[src/rtl/router_input_buffer.sv]
// router_input_buffer
//   Per-direction ingress stage in front of the router. It terminates the
//   inter-core 4-phase req/ack link and queues packets in a small FIFO. The
//   head of the queue is presented to the router, which pops it with rtr_ack.
//   When the queue is full, the upstream sender stalls.
//
// Optional feature: define ROUTER_IBUF_STATS_EN to add the pkt_in_cnt and
//   stall_cnt statistics outputs (16-bit counters that saturate).
//
// Ports
//   clk          in   rising-edge clock
//   rst          in   synchronous reset, active low
//   link_req     in   upstream request, held with link_packet until link_ack
//   link_packet  in   upstream packet ([33:31] route, [30:0] payload)
//   link_ack     out  one-cycle pulse: packet captured
//   rtr_valid    out  queue non-empty
//   rtr_packet   out  head entry, zero when empty
//   rtr_ack      in   router pop, ignored when empty
//   full         out  count == DEPTH
//   count        out  current occupancy
//   pkt_in_cnt   out  (stats) captures since reset
//   stall_cnt    out  (stats) cycles idle with req pending while full
module router_input_buffer #(
  parameter int PKT_W = 34,
  parameter int DEPTH = 4
) (
  input  logic                   clk,
  input  logic                   rst,
  input  logic                   link_req,
  input  logic [PKT_W-1:0]       link_packet,
  output logic                   link_ack,
  output logic                   rtr_valid,
  output logic [PKT_W-1:0]       rtr_packet,
  input  logic                   rtr_ack,
  output logic                   full,
  output logic [$clog2(DEPTH):0] count
`ifdef ROUTER_IBUF_STATS_EN
  ,
  output logic [15:0]            pkt_in_cnt,
  output logic [15:0]            stall_cnt
`endif
);

  localparam int AW = $clog2(DEPTH);

  localparam logic [1:0] IDLE     = 2'd0;
  localparam logic [1:0] ACK      = 2'd1;
  localparam logic [1:0] WAIT_LOW = 2'd2;

  logic [1:0]       state;
  logic [PKT_W-1:0] mem [DEPTH];
  logic [AW-1:0]    wr_ptr;
  logic [AW-1:0]    rd_ptr;
  logic             push;
  logic             pop;

  // full comes straight from the count register, so a pop in the same cycle
  // cannot open a slot for a push until the next cycle.
  assign full       = (count == (AW+1)'(DEPTH));
  assign rtr_valid  = (count != '0);
  assign rtr_packet = rtr_valid ? mem[rd_ptr] : '0;
  assign push       = (state == IDLE) && link_req && !full;
  assign pop        = rtr_valid && rtr_ack;

  always_ff @(posedge clk) begin
    if (!rst) begin
      state    <= IDLE;
      link_ack <= 1'b0;
      count    <= '0;
      wr_ptr   <= '0;
      rd_ptr   <= '0;
    end else begin
      // The ack register is set by the capture, so it is high for exactly
      // the one cycle that the FSM spends in ACK.
      link_ack <= push;
      case (state)
        IDLE:     if (push) state <= ACK;
        ACK:      state <= WAIT_LOW;
        // A req that is still high here is the same packet, so it is not captured again.
        WAIT_LOW: if (!link_req) state <= IDLE;
        default:  state <= IDLE;
      endcase
      if (push) begin
        mem[wr_ptr] <= link_packet;
        wr_ptr      <= wr_ptr + 1'b1;
      end
      if (pop) rd_ptr <= rd_ptr + 1'b1;
      case ({push, pop})
        2'b10:   count <= count + 1'b1;
        2'b01:   count <= count - 1'b1;
        default: count <= count;
      endcase
    end
  end

`ifdef ROUTER_IBUF_STATS_EN
  logic stall;
  assign stall = (state == IDLE) && link_req && full;

  always_ff @(posedge clk) begin
    if (!rst) begin
      pkt_in_cnt <= '0;
      stall_cnt  <= '0;
    end else begin
      if (push && pkt_in_cnt != 16'hFFFF) pkt_in_cnt <= pkt_in_cnt + 1'b1;
      if (stall && stall_cnt != 16'hFFFF) stall_cnt <= stall_cnt + 1'b1;
    end
  end
`endif

endmodule
[config.mk]
export PLATFORM = sky130hd
export DESIGN_NAME = router_input_buffer
export DESIGN_NICKNAME = d
export VERILOG_FILES = /design/src/rtl/router_input_buffer.sv
export SDC_FILE = /design/constraint.sdc
export NUM_CORES = 1
export LEC_CHECK = 0
export ABC_CLOCK_PERIOD_IN_PS = 5200
export BUFFER_PORTS_ARGS = -buffer_cell sky130_fd_sc_hd__buf_4
export CAP_MARGIN = 30
export CORE_AREA = 2 2 113 115
export CTS_BUF_LIST = sky130_fd_sc_hd__clkbuf_2
export CTS_CLUSTER_DIAMETER = 30
export DETAILED_ROUTE_END_ITERATION = 12
export DIE_AREA = 0 0 115 117
export GPL_TIMING_DRIVEN = 0
export PLACE_DENSITY = 0.77
export SYNTH_ARGS = -nofsm -noshare
export SYNTH_HDL_FRONTEND = slang
export SYNTH_SLANG_ARGS = --single-unit
[constraint.sdc]
create_clock -name clk -period 5.2 [get_ports clk]
set_clock_uncertainty 0.05 [all_clocks]
set_input_delay 0.52 -clock clk [delete_from_list [all_inputs] [get_ports clk]]
set_output_delay 0.52 -clock clk [all_outputs]
set_load 0.02 [all_outputs]
==> impl_metrics.py, run 1 <==
metrics = {
    "grt": {
        "grt_pass1_vias": 3026,
        "global_route.overflow_total": 0,
        "grtUsageTotal_pct": 15.8,
        "grt_pass1_wl_um": 15500,
        "grt_max_degree": 22,
        "antenna_found_initial": 0,
    },
    "yosys": {
        "synth_most_common_cell": "edfxtp_1",
        "synth_top_cell_by_area": "edfxtp_1",
        "ys_ff_latch": 148,
        "synth_xor_area_share_pct": 0.304,
        "syn_inst": 278,
        "synth_fa_ha_area_share_pct": 1.43,
        "synth-edff-count": 136,
        "syn-cell-area_um2": 5770,
        "synthTopCellsByCount": "edfxtp_1 (136), mux4_2 (34), nor2b_1 (29)",
        "synth.avg_cell_area_um2": 20.7,
        "synth_nets": 322,
        "netlist.area_leader.share_pct": 70.8,
        "synth_compound_area_share_pct": 0.825,
        "synthArstFlopShare_pct": 0,
        "yosysWarnings": 0,
        "synth_seq_area_share_pct": 75.0,
        "synth_ff_type": "edfxtp_1",
        "synth.area.top_cells": "edfxtp_1 (71%), mux4_2 (13%), dfxtp_1 (4.2%)",
        "ys_types": 28,
        "yosys.area_share.simple_pct": 6.71,
        "muxShareOfSynthArea_pct": 13.6,
        "synth_top_family_by_area": "multiplexers",
    },
    "sta": {
        "setup_ws_ns": 2.26,
        "fin_crit_sh_pct": 56.5,
        "setup_violations": 0,
        "slew_violations": 0,
        "fin_crit_ns": 2.94,
        "finalHoldViolCount": 0,
        "worstMarginPinSlew_ns": 0.523,
        "rsz0062_at_grt": "no",
        "maxSlewHeadroom_pct": 65.1,
        "max_freq_mhz": 340,
        "finalSetupTns_ns": 0,
    },
    "cts": {
        "clock-sinks": 148,
        "numCtsBuffers": 17,
        "cts_max_level": 4,
        "root_buffer": "clkbuf_2",
        "clock_path_buffers": 2,
        "clkTransAtPathRegs_ns": 0.20,
        "clk_latency_ns": 0.65,
        "post_cts_resized": 0,
        "cts_tree": "done",
        "cts_setup_buffers": 0,
        "hold_buffers": 34,
    },
    "floorplan": {
        "start_util_pct": 46.8,
        "core_um2": 12300,
        "dieArea_um2": 13500,
        "dieHeight_um": 117,
        "io_pins": 78,
        "rows": 41,
        "fp.dieW_um": 115,
    },
    "worst_setup_path": {
        "path_cells": "nor3_2 > clkbuf_2 > clkbuf_1 > and2b_1 > buf_4",
        "path_max_fanout": 10,
        "worstSetupStartpointType": "register",
        "arrival_ns": 2.37,
        "crit_required_ns": 4.63,
        "critPathMaxStageDelay_ns": 0.41,
        "crit_slowest_cell": "clkbuf_1",
        "path_class": "reg2out",
        "worst_setup_path_end_kind": "output port",
    },
    "route": {
        "route.detailed.drc": 0,
        "drt_iter0_markers": 140,
        "firstDrtPassIters": 4,
        "wl_met2_um": 5340,
        "routedWlPerCell_um": 17.4,
        "wl_met1_um": 4110,
        "viasPerCell": 5.05,
        "vias": 2911,
        "met3_length_um": 420,
        "topRoutingLayerUsed": "met4",
        "wirelength_um": 10000,
        "ant_nets": 0,
    },
    "layout": {
        "fin_nets": 457,
        "final_cell_area_um2": 7160,
        "areaGrowthSynthToFinish_pct": 24.3,
        "fillers": 956,
        "antenna_cells": 0,
        "drive_above_1_share_pct": 38.0,
    },
    "pwr": {
        "p_leak_uw": 0.00249,
        "ir_worst_vdd_mv": 0.175,
        "finalPower_uw": 3070,
        "p_per_area_nw_per_um2": 429,
    },
    "placement": {
        "hpwl_um": 6550,
        "pre_cts_slack_ns": 2.84,
        "post_dp_cell_area_um2": 6630,
        "place_congestion": 0.661,
        "port-buffer-count": 77,
    },
    "flow_run": {
        "drv_cap": 0,
    },
    "hold_path": {
        "hp-class": "in2reg",
    },
    "run_status": {
        "outcome": "completed",
    },
}
-- cell type report --
cell class                 count  area, um2  area share, %
sequential                   148       4320           60.4
tap                          150        188           2.62
timing repair buffer         116       1020           14.3
clock inverter                13       87.6           1.22
multi-input combinational    110       1330           18.5
clock buffer                  19       95.1           1.33
inverter                       7       26.3          0.367
buffer                        13       95.1           1.33
-- power by group --
group	internal, uW	total [uW]	leakage, uW	switching [uW]
logic	553	1150	0.00106	601
clock network	123	508	0.0000996	386
registers	1380	1410	0.00133	33.4
total	2050	3070	0.00249	1020
-- sequential cells by signal (all words and copies together), names as in the netlist, named ones only --
name / cells
count: 3
link_ack: 1
mem: 136
rd_ptr: 2
wr_ptr: 2
state: 2
-- routing by layer --
layer | vias up | global-route usage [%]
li1 | 1371 | -
met1 | 1453 | 19.5
met2 | 75 | 27.5
met3 | 12 | 4.07
met4 | 0 | 5.54
met5 | - | 0
-- critical path, delay by kind of cell, from the launching register on --
family / cells / cell delay, ns
flip-flops: 1 / 0.39
AND/OR/NAND/NOR: 2 / 0.47
buffers and inverters: 3 / 0.84
-- cell usage in the layout (no fill, tap or decap), drive strengths merged, types with 3 or more instances in the layout --
cell / count
edfxtp: 136
clkinv: 5
nand2: 7
mux4: 34
nor2b: 29
a21boi: 3
inv: 8
clkbuf: 24
and2: 4
and2b: 6
buf: 89
ha: 5
dlygate4sd3: 35
o21ai: 5
and3: 4
clkinvlp: 7
dfxtp: 12
-- per-stage QoR --
step	hold WS [ns]	std cells	util (%)
2_1_floorplan	0.411	278	-
3_3_place_gp	0.422	505	53.0
3_5_place_dp	0.459	509	53.9
4_1_cts	0.00811	575	58.1
5_1_grt	0.000343	576	58.2
6_report	0.0887	576	58.2
-- worst paths after layout --
kind	from	end	slack, ns	depth (start not counted)
setup / recovery	count[2]$_SDFFE_PN0P_	rtr_packet[16]	2.26	5
hold / removal	link_req	state[1]$_SDFFE_PN0P_	0.09	3
setup reg to reg	count[0]$_SDFFE_PN0P_	count[2]$_SDFFE_PN0P_	2.87	9
hold reg to reg	wr_ptr[1]$_SDFFE_PN0P_	wr_ptr[1]$_SDFFE_PN0P_	0.47	2
-- logic make-up after synthesis --
| kind of cell | Yosys count |
|---|---|
| AOI/OAI and AO/OA | 8 |
| xor gates and xnor gates | 2 |
| adders and majority gates | 6 |
| buffers and inverters | 20 |
| DFF | 148 |
| muxes | 36 |
| and+or+nand+nor | 58 |
Power figures use the tool's default switching activity.
==> inputs of run 2 (changes only) <==
--- a/config.mk
+++ b/config.mk
@@ -5,7 +5,7 @@
 export SDC_FILE = /design/constraint.sdc
 export NUM_CORES = 1
 export LEC_CHECK = 0
-export ABC_CLOCK_PERIOD_IN_PS = 5200
+export ABC_CLOCK_PERIOD_IN_PS = 3050
 export BUFFER_PORTS_ARGS = -buffer_cell sky130_fd_sc_hd__buf_4
 export CAP_MARGIN = 30
 export CORE_AREA = 2 2 113 115
==> constraint.sdc (replaced) <==
create_clock -name clk -period 3.05 [get_ports clk]
set_clock_uncertainty 0.05 [all_clocks]
set_input_delay 0.305 -clock clk [delete_from_list [all_inputs] [get_ports clk]]
set_output_delay 0.305 -clock clk [all_outputs]
set_load 0.02 [all_outputs]
==> impl_metrics.py, run 2 (synthesized netlist as in run 1, its figures left out) <==
metrics = {
    "placement": {
        "port-buffer-count": 77,
        "place_congestion": 0.661,
        "hpwl_um": 6550,
    },
    "cts": {
        "cts_tree": "done",
        "cts_max_level": 4,
        "hold_buffers": 38,
        "root_buffer": "clkbuf_2",
        "clock_path_buffers": 2,
        "clkTransAtPathRegs_ns": 0.21,
        "cts_setup_buffers": 0,
        "clk_latency_ns": 0.67,
        "post_cts_resized": 0,
        "clock-sinks": 148,
        "numCtsBuffers": 17,
    },
    "layout": {
        "largest_register_ffs": 136,
        "areaGrowthSynthToFinish_pct": 24.8,
        "fin_nets": 460,
        "top_regs": "mem: 136 flops, count: 3 flops",
        "layout_commonest_cell": "edfxtp_1",
        "drive_above_1_share_pct": 37.8,
        "regMostFlops": "mem",
        "antenna_cells": 0,
        "layout_common_cells": "edfxtp_1 (136), buf_4 (77), dlygate4sd3_1 (38), mux4_2 (34), nor2b_1 (29)",
        "final_core_utilization_pct": 58.4,
    },
    "floorplan": {
        "start_util_pct": 46.8,
        "dieHeight_um": 117,
        "io_pins": 78,
        "rows": 41,
        "fp.dieW_um": 115,
        "core_um2": 12300,
        "dieArea_um2": 13500,
    },
    "worst_setup_path": {
        "path_class": "reg2out",
        "reg2reg_slack_ns": 0.73,
        "worstSetupStartpointType": "register",
        "r2r_start": "count[0]$_SDFFE_PN0P_",
        "crit_start": "count[2]$_SDFFE_PN0P_",
        "crit_required_ns": 2.69,
        "path_max_fanout": 10,
        "arrival_ns": 2.41,
        "worst_setup_path_end_kind": "output port",
    },
    "sta": {
        "setup_violations": 0,
        "worstMarginPinSlew_ns": 0.524,
        "slew_violations": 0,
        "fin_crit_sh_pct": 90.7,
        "finalSetupTns_ns": 0,
        "max_freq_mhz": 362,
        "maxSlewHeadroom_pct": 65.1,
        "finalHoldViolCount": 0,
        "hold_slack_ns": 0.317,
        "rsz0062_at_grt": "no",
        "fin_crit_ns": 2.77,
    },
    "route": {
        "ant_nets": 0,
        "route.detailed.drc": 0,
        "drt_iter0_markers": 128,
        "viasPerCell": 5.04,
        "routedWlPerCell_um": 17.4,
        "firstDrtPassIters": 5,
        "wirelength_um": 10100,
        "vias": 2918,
    },
    "flow_run": {
        "drv_cap": 0,
    },
    "run_status": {
        "outcome": "completed",
    },
    "grt": {
        "grt_pass1_vias": 3054,
        "global_route.overflow_total": 0,
        "grtUsageTotal_pct": 15.9,
        "grt_max_degree": 22,
        "antenna_found_initial": 0,
        "grt_pass1_wl_um": 15600,
    },
    "hold_path": {
        "hp-class": "in2reg",
        "hp-start": "link_packet[16]",
    },
    "pwr": {
        "p_per_area_nw_per_um2": 730,
        "p_leak_uw": 0.00250,
        "ir_worst_vdd_mv": 0.316,
    },
}
## run 2: cell types whose count changed in the layout (fill, tap and decap cells not counted), sizes merged
cell	previous run	this run
dlygate4sd3	35	38
## run 2: final timing paths
kind / end / cells after the start
worst min register to register: wr_ptr[1]$_SDFFE_PN0P_ / 2
worst min-delay path: mem[0][16]$_DFFE_PP_ / 2
worst max-delay path: rtr_packet[16] / 5
worst max register to register: count[2]$_SDFFE_PN0P_ / 9
## run 2: final cells by class
| cell class | instances | area, um2 |
|---|---|---|
| well taps | 150 | 188 |
| plain buffers | 13 | 95.1 |
| clock buffers | 19 | 95.1 |
| repair buffers | 119 | 1050 |
| clock inverters | 13 | 87.6 |
| fillers | 949 | 5120 |
| multi-input cells | 110 | 1330 |
| flip-flops and latches | 148 | 4320 |
| inverters | 7 | 26.3 |
## run 2: critical path: stages, from the launching register on
cell and delay (ns):
dfxtp_1 0.39, nor3_2 0.25, clkbuf_2 0.29, clkbuf_1 0.42
and2b_1 0.24, buf_4 0.15
## run 2: power breakdown
group	total (uW)	switching, uW	internal, uW
Sequential	2400	57.6	2350
Combinational	1980	1030	945
Clock	870	661	209
Total	5250	1750	3500
## run 2: routing by layer
metal / GRT usage, % / vias up / wire, um
li1: - / 1376 / -
met1: 19.5 / 1455 / 4140
met2: 27.7 / 75 / 5350
met3: 4.07 / 12 / 444
met4: 5.54 / 0 / 129
met5: 0 / - / 0
## run 2: metrics by stage
| stage | setup WS [ns] | area (um2) | power, uW | std cells |
|---|---|---|---|---|
| final | 0.285 | 7190 | 5250 | 579 |
| after global routing | 0.0679 | 7190 | 5550 | 579 |
| after CTS | 0.188 | 7190 | 5340 | 579 |
| after detailed placement | 0.692 | 6630 | 4430 | 509 |
| after global placement | 0.0220 | 6530 | 4380 | 505 |
| after floorplan | 0.586 | 5770 | 3690 | 278 |
==> inputs of run 3 (changes only) <==
--- a/config.mk
+++ b/config.mk
@@ -8,13 +8,13 @@
 export ABC_CLOCK_PERIOD_IN_PS = 3050
 export BUFFER_PORTS_ARGS = -buffer_cell sky130_fd_sc_hd__buf_4
 export CAP_MARGIN = 30
-export CORE_AREA = 2 2 113 115
+export CORE_AREA = 2 2 124 126
 export CTS_BUF_LIST = sky130_fd_sc_hd__clkbuf_2
 export CTS_CLUSTER_DIAMETER = 30
 export DETAILED_ROUTE_END_ITERATION = 12
-export DIE_AREA = 0 0 115 117
+export DIE_AREA = 0 0 126 128
 export GPL_TIMING_DRIVEN = 0
-export PLACE_DENSITY = 0.77
+export PLACE_DENSITY = 0.68
 export SYNTH_ARGS = -nofsm -noshare
 export SYNTH_HDL_FRONTEND = slang
 export SYNTH_SLANG_ARGS = --single-unit
==> impl_metrics.py, run 3 (synthesized netlist as in run 1, its figures left out) <==
metrics = {
    "run_status": {
        "outcome": "completed",
    },
    "sta": {
        "worstMarginPinSlew_ns": 0.527,
        "slew_violations": 0,
        "finalHoldViolCount": 0,
        "fin_crit_sh_pct": 85.7,
        "maxSlewHeadroom_pct": 64.7,
        "max_freq_mhz": 383,
        "rsz0062_at_grt": "no",
        "setup_violations": 0,
        "fin_crit_ns": 2.61,
    },
    "placement": {
        "port-buffer-count": 77,
        "post_dp_cell_area_um2": 6660,
        "place_congestion": 0.702,
        "hpwl_um": 6370,
    },
    "grt": {
        "global_route.overflow_total": 0,
        "grt_pass1_vias": 3024,
        "grt_pass1_wl_um": 16000,
        "grtUsageTotal_pct": 13.5,
        "antenna_found_initial": 0,
        "grt_max_degree": 23,
    },
    "hold_path": {
        "hp-class": "in2reg",
    },
    "layout": {
        "layout_commonest_cell": "edfxtp_1",
        "seq_area_um2": 4320,
        "multi_input_area_um2": 1330,
        "drive_above_1_share_pct": 37.4,
        "top_regs": "mem: 136 flops, count: 3 flops",
        "final_cell_area_um2": 7260,
        "fin_nets": 460,
        "regMostFlops": "mem",
        "fillers": 1319,
        "largest_register_ffs": 136,
        "layout_common_cells": "edfxtp_1 (136), buf_4 (77), dlygate4sd3_1 (38), mux4_2 (34), nor2b_1 (29)",
        "areaGrowthSynthToFinish_pct": 25.8,
        "antenna_cells": 0,
    },
    "pwr": {
        "finalPower_uw": 5390,
        "switchingPower_uw": 1740,
        "p_sw_share_pct": 32.2,
        "ir_worst_vdd_mv": 0.308,
        "p_int_uw": 3660,
        "combPwrFrac_pct": 37.0,
        "power_frac_seq_pct": 44.5,
        "p_leak_uw": 0.00253,
        "p_per_area_nw_per_um2": 743,
        "p_clk_share_pct": 18.6,
    },
    "route": {
        "wirelength_um": 10300,
        "vias": 2956,
        "viasPerCell": 4.80,
        "firstDrtPassIters": 4,
        "routedWlPerCell_um": 16.6,
        "drt_iter0_markers": 195,
        "ant_nets": 0,
        "route.detailed.drc": 0,
    },
    "worst_setup_path": {
        "critPathBufInv": 3,
        "crit_top_cell": "clkbuf_2",
        "path_class": "reg2out",
        "arrival_ns": 2.26,
        "r2r-end": "count[2]$_SDFFE_PN0P_",
        "worst_setup_path_end_kind": "output port",
        "crit_family": "buffers and inverters",
        "crit_start": "count[1]$_SDFFE_PN0P_",
        "worst-r2r-cell-count": 9,
        "worstSetupStartpointType": "register",
        "crit_slowest_cell": "dfxtp_1",
        "crit_required_ns": 2.69,
        "path_max_fanout": 10,
        "endpoint": "rtr_packet[16]",
        "critPathMaxStageDelay_ns": 0.40,
        "reg2reg_slack_ns": 0.68,
        "crit_cells": 5,
        "path_cells": "nor3_2 > clkbuf_2 > clkbuf_2 > and2b_1 > buf_4",
        "r2r_start": "count[0]$_SDFFE_PN0P_",
    },
    "floorplan": {
        "dieHeight_um": 128,
        "core_um2": 14900,
        "fp.dieW_um": 126,
        "start_util_pct": 38.8,
        "rows": 45,
        "dieArea_um2": 16100,
        "io_pins": 78,
    },
    "flow_run": {
        "drv_cap": 0,
    },
    "cts": {
        "cts_setup_buffers": 0,
        "numCtsBuffers": 17,
        "clock_path_buffers": 2,
        "cts_max_level": 4,
        "clkTransAtPathRegs_ns": 0.20,
        "root_buffer": "clkbuf_2",
        "clk_latency_ns": 0.68,
        "cts_tree": "done",
        "clock-sinks": 148,
    },
}
[run 3: through the flow]
| step | TNS [ns] | util (%) | worst slack [ns] | std cells | hold slack [ns] |
|---|---|---|---|---|---|
| 6_report | 0 | 48.8 | 0.436 | 616 | 0.301 |
| 5_1_grt | 0 | 48.8 | 0.140 | 616 | 0.193 |
| 4_1_cts | 0 | 48.8 | 0.120 | 616 | 0.195 |
| 3_5_place_dp | 0 | 44.8 | 0.694 | 547 | 0.447 |
| 3_3_place_gp | -5.30 | 44.3 | -0.0450 | 543 | 0.427 |
| 2_1_floorplan | 0 | - | 0.586 | 278 | 0.354 |
[run 3: layout make-up]
| class | count | area share, % |
|---|---|---|
| Multi-Input combinational cell | 110 | 18.3 |
| Tap cell | 188 | 3.24 |
| Clock buffer | 19 | 1.31 |
| Clock inverter | 12 | 1.57 |
| Sequential cell | 148 | 59.6 |
| Inverter | 7 | 0.362 |
| Buffer | 13 | 1.35 |
| Timing Repair Buffer | 119 | 14.3 |
[run 3: what timing repair did]
| action | CTS | global route |
|---|---|---|
| hold buffers | 38 | 0 |
| endpoints found under the hold margin | 146 | 0 |
| endpoints found under the setup margin | 0 | 9 |
| gates resized for setup | 0 | 4 |
[run 3: worst min-delay path by stage]
stage	startpoint	endpoint	slack, ns	cells after the start
after floorplan	link_packet[0]	mem[0][0]$_DFFE_PP_	0.35	0
after global placement	wr_ptr[0]$_SDFFE_PN0P_	wr_ptr[0]$_SDFFE_PN0P_	0.43	2
after detailed placement	wr_ptr[1]$_SDFFE_PN0P_	wr_ptr[1]$_SDFFE_PN0P_	0.45	2
after CTS	link_packet[10]	mem[2][10]$_DFFE_PP_	0.20	2
after global routing	link_packet[4]	mem[0][4]$_DFFE_PP_	0.19	2
final	link_packet[29]	mem[3][29]$_DFFE_PP_	0.30	2
[run 3: power by group through the flow]
stage               sequential (uW)  combinational (uW)  clock [uW]
global route                   2410                2170        1120
CTS                            2400                2030        1040
global placement               2450                1960           0
detailed placement             2450                1990           0
floorplan                      2460                1230           0
finish                         2400                1990        1000
[run 3: metal layers]
metal | routed length, um | global-route usage (%) | part of all wire [%]
met5 | 0 | 0 | 0
met1 | 4440 | 16.8 | 43
met4 | 176 | 5.82 | 1.7
met3 | 443 | 3.80 | 4.3
met2 | 5190 | 22.2 | 51
